### src/rtl/major_cycle_sequencer.sv
// major_cycle_sequencer: PDP-8 major-cycle phase pulse generator with run/step control
module major_cycle_sequencer #(
  parameter int EXEC_STEPS = 2
) (
  input  logic       clk,
  input  logic       reset,
  input  logic       run,
  input  logic       step,
  input  logic       instIsIND,
  input  logic       instIsPPIND,
  output logic       ckFetch,
  output logic       stbFetch,
  output logic       stbFetch2,
  output logic       ckAuto1,
  output logic       stbAuto1,
  output logic       ckAuto2,
  output logic       stbAuto2,
  output logic       ckInd,
  output logic       stbInd,
  output logic       ckExec,
  output logic       stbExec,
  output logic [2:0] execStep,
  output logic       instDone,
  output logic       running
);
  typedef enum logic [3:0] {IDLE, F0, F1, F2, A1C, A1S, A2C, A2S, IC, IS, EC, ES} state_t;
  state_t state_q, state_d;
  logic [2:0] exec_q, exec_d;
  logic last;
  assign last = exec_q == 3'(EXEC_STEPS - 1);
  always_comb begin
    state_d = state_q;
    exec_d = exec_q;
    case (state_q)
      IDLE: state_d = (run || step) ? F0 : IDLE;
      F0: state_d = F1;
      F1: state_d = F2;
      F2: state_d = instIsPPIND ? A1C : instIsIND ? IC : EC;
      A1C: state_d = A1S;
      A1S: state_d = A2C;
      A2C: state_d = A2S;
      A2S: state_d = IC;
      IC: state_d = IS;
      IS: state_d = EC;
      EC: state_d = ES;
      ES: begin
        state_d = last ? (run ? F0 : IDLE) : EC;
        exec_d = last ? 3'd0 : exec_q + 3'd1;
      end
      default: state_d = IDLE;
    endcase
  end
  always_ff @(posedge clk or posedge reset) begin
    if (reset) begin
      state_q <= IDLE;
      exec_q <= 3'd0;
    end else begin
      state_q <= state_d;
      exec_q <= exec_d;
    end
  end
  assign ckFetch = state_q == F0;
  assign stbFetch = state_q == F1;
  assign stbFetch2 = state_q == F2;
  assign ckAuto1 = state_q == A1C;
  assign stbAuto1 = state_q == A1S;
  assign ckAuto2 = state_q == A2C;
  assign stbAuto2 = state_q == A2S;
  assign ckInd = state_q == IC;
  assign stbInd = state_q == IS;
  assign ckExec = state_q == EC;
  assign stbExec = state_q == ES;
  assign execStep = exec_q;
  assign instDone = (state_q == ES) && last;
  assign running = state_q != IDLE;
endmodule
### config.mk
export PLATFORM = sky130hd
export DESIGN_NAME = major_cycle_sequencer
export DESIGN_NICKNAME = d
export VERILOG_FILES = /design/src/rtl/major_cycle_sequencer.sv
export SDC_FILE = /design/constraint.sdc
export NUM_CORES = 1
export LEC_CHECK = 0
export BUFFER_PORTS_ARGS = -buffer_cell sky130_fd_sc_hd__buf_2
export CAP_MARGIN = 20
export CORE_AREA = 2 2 39 41
export CTS_BUF_LIST = sky130_fd_sc_hd__clkbuf_4 sky130_fd_sc_hd__clkbuf_8
export DETAILED_ROUTE_END_ITERATION = 8
export DIE_AREA = 0 0 41 43
export PLACE_DENSITY = 0.62
export SLEW_MARGIN = 0
export SYNTH_ARGS = -nofsm -noshare
export SYNTH_HDL_FRONTEND = slang
export SYNTH_SLANG_ARGS = --single-unit
### constraint.sdc
create_clock -name clk -period 1.33 [get_ports clk]
set_input_delay 0.133 -clock clk [delete_from_list [all_inputs] [get_ports clk]]
set_output_delay 0.133 -clock clk [all_outputs]
set_load 0.01 [all_outputs]
==> impl_metrics.toml <==
[sta]
finClkSkew_ps = 0.831
slew_headroom_pct = 81.4
rsz0062_at_grt = "yes"
whs_ps = 236
fin_setup_tns_ps = -94.2
setup_viol = 2
layout_setup_ws_ps = -93.6
hold_viol_final = 0
worstMarginPinSlew_ps = 278
drv_slew = 0
min_period_over_period_pct = 107
max_freq_ghz = 0.702
min_period_ps = 1420

[layout]
synthToLayoutAreaGrowth_pct = 63.4
drive_above_1_share_pct = 55.1
finalNetCount = 96
num_antenna_cells = 0
fin_cells = 105
final_common_cell = "buf_2"
final_cell_mix = "buf_2, buf_4, nor2_1"

[job]
maxCapViolations = 0

[cts]
cts_buffers = 3
htree_levels = 1
insertion_delay_ps = 250
cts_buffer_depth = 2
cts.sinks = 7
cts_tree = "done"
ctsRootBufferMaster = "clkbuf_4"
clk_pin_slew_ps = 50

[setup_path]
end_kind = "output port"
cp_data_arrival_time_ps = 1290
critPathLaunchType = "flip-flop"
cp_max_fo = 2
cp.required_ps = 1200
crit_type = "reg2out"

[placed_design]
dp.cells = 95
routabilityCongestion = 0.809
io_buffer_count = 21
hpwl_um = 859

[logic_synthesis]
yosys_warnings = 0
synth_fp_nets = 61
synth_area_per_cell_um2 = 8.21
yosysSeqAreaShare_pct = 38.8
syn_inst = 55
ys_ff_latch = 7
ys_types = 19
syn_area_um2 = 452

[floorplanning]
row_count = 14
fp.dieH_um = 43
core_um2 = 1380
die_w_um = 41
initial_utilization_pct = 32.6
dieArea_um2 = 1760
boundaryPins = 22

[power_and_ir_drop]
ir_drop_v = 0.000865
p_total_uw = 1660
p_per_area_nw_per_um2 = 2240
p_leak_uw = 0.000379

[grt]
grtUsageTotal_pct = 16.4
overflow = 0
grt_pass1_wl_um = 1860
antenna_found_initial = 0
grt_max_degree = 9
grt_pass1_vias = 426

[worst_hold_path]
min_path_type = "in2reg"

[status]
outcome = "complete, but fails checks"
violations = "setup timing"

[route]
viasPerCell = 4.78
antenna_left = 0
routed_wl_um = 1280
drc = 0
via_count = 502
drtIter0Drc = 8
routedWlPerCell_um = 12.2
dr.pass1.iters = 4
[critical path, stage by stage (launching register included)]
cell and delay [ps]:
dfrtp_1 390, or3b_4 410, nor3_2 100, buf_2 140
[logic make-up (layout without fill, tap and decap cells)]
| logic type | after synthesis | in the layout | synth area share (%) |
|---|---|---|---|
| and+or+nand+nor | 33 | 33 | 37.7 |
| DFF | 7 | 7 | 38.8 |
| AOI/OAI and AO/OA | 6 | 6 | 8.86 |
| buffers and inverters | 6 | 40 | 7.48 |
| xor gates and xnor gates | 2 | 2 | 3.88 |
| muxes | 1 | 1 | 3.32 |
[final timing paths]
| path | to | start | depth (start not counted) | slack (ps) |
|---|---|---|---|---|
| setup / recovery | instDone | execStep[1] | 3 | -90 |
| hold / removal | state_q[1] | instIsIND | 4 | 240 |
| setup reg to reg | state_q[0] | execStep[1] | 4 | 0 |
| hold reg to reg | execStep[0] | execStep[0] | 2 | 560 |
| max in group asynchronous | state_q[3] | reset | 3 | 740 |
| min in group asynchronous | execStep[1] | reset | 3 | 360 |
[cells in the mapped netlist]
| library cell | n | area share [%] |
|---|---|---|
| o32ai_1 | 2 | 3.9 |
| nor3_1 | 6 | 6.6 |
| xor2_1 | 1 | 1.9 |
| or3b_4 | 1 | 2.5 |
| dfrtp_1 | 7 | 39 |
| nor4_1 | 2 | 2.8 |
| a21oi_1 | 3 | 3.3 |
| nor2_1 | 8 | 6.6 |
| inv_1 | 1 | 0.83 |
| nor2b_1 | 2 | 2.8 |
| nand2_1 | 6 | 5.0 |
| nand2b_1 | 5 | 6.9 |
| buf_4 | 3 | 5.0 |
| nand3_1 | 2 | 2.2 |
| xnor2_1 | 1 | 1.9 |
| and4b_1 | 1 | 2.2 |
| mux2_4 | 1 | 3.3 |
| o21a_1 | 1 | 1.7 |
| clkbuf_1 | 2 | 1.7 |
[timing repair]
action	4_1_cts	5_1_grt
gates resized for setup	11	2
endpoints found under the hold margin	7	0
buffers inserted	4	1
setup endpoints to repair	9	11
hold buffers	1	0
pin swaps	1	1
[through the flow]
stage               setup WS (ps)  utilization [%]  instance area, µm²
floorplan                    18.0                -                 452
finish                      -93.6             53.3                 738
detailed placement            101             43.9                 607
CTS                          -105             51.9                 718
global placement              112             43.9                 607
global route                 -133             53.3                 738
[per-layer routing]
metal	GRT usage, %	share of wire (%)
met4	10.0	2.5
met2	25.0	54
met3	3.14	2.6
met1	20.3	41
met5	0	0
[final cells by class]
class	count	area, µm²
Clock buffer	4	30.0
Tap cell	16	20.0
Fill cell	140	646
Sequential cell	7	179
Timing Repair Buffer	35	223
Inverter	1	3.75
Multi-Input combinational cell	42	283
[sequential cells by signal, indices dropped and copies added, names as in the netlist]
register and cells:
state_q 4, execStep 3
[where the power goes]
| group | switching, µW | internal, µW | total [µW] |
|---|---|---|---|
| clock network | 81.7 | 135 | 217 |
| registers | 111 | 299 | 410 |
| logic | 513 | 517 | 1030 |
No activity file was read; power rests on OpenSTA's default activity.
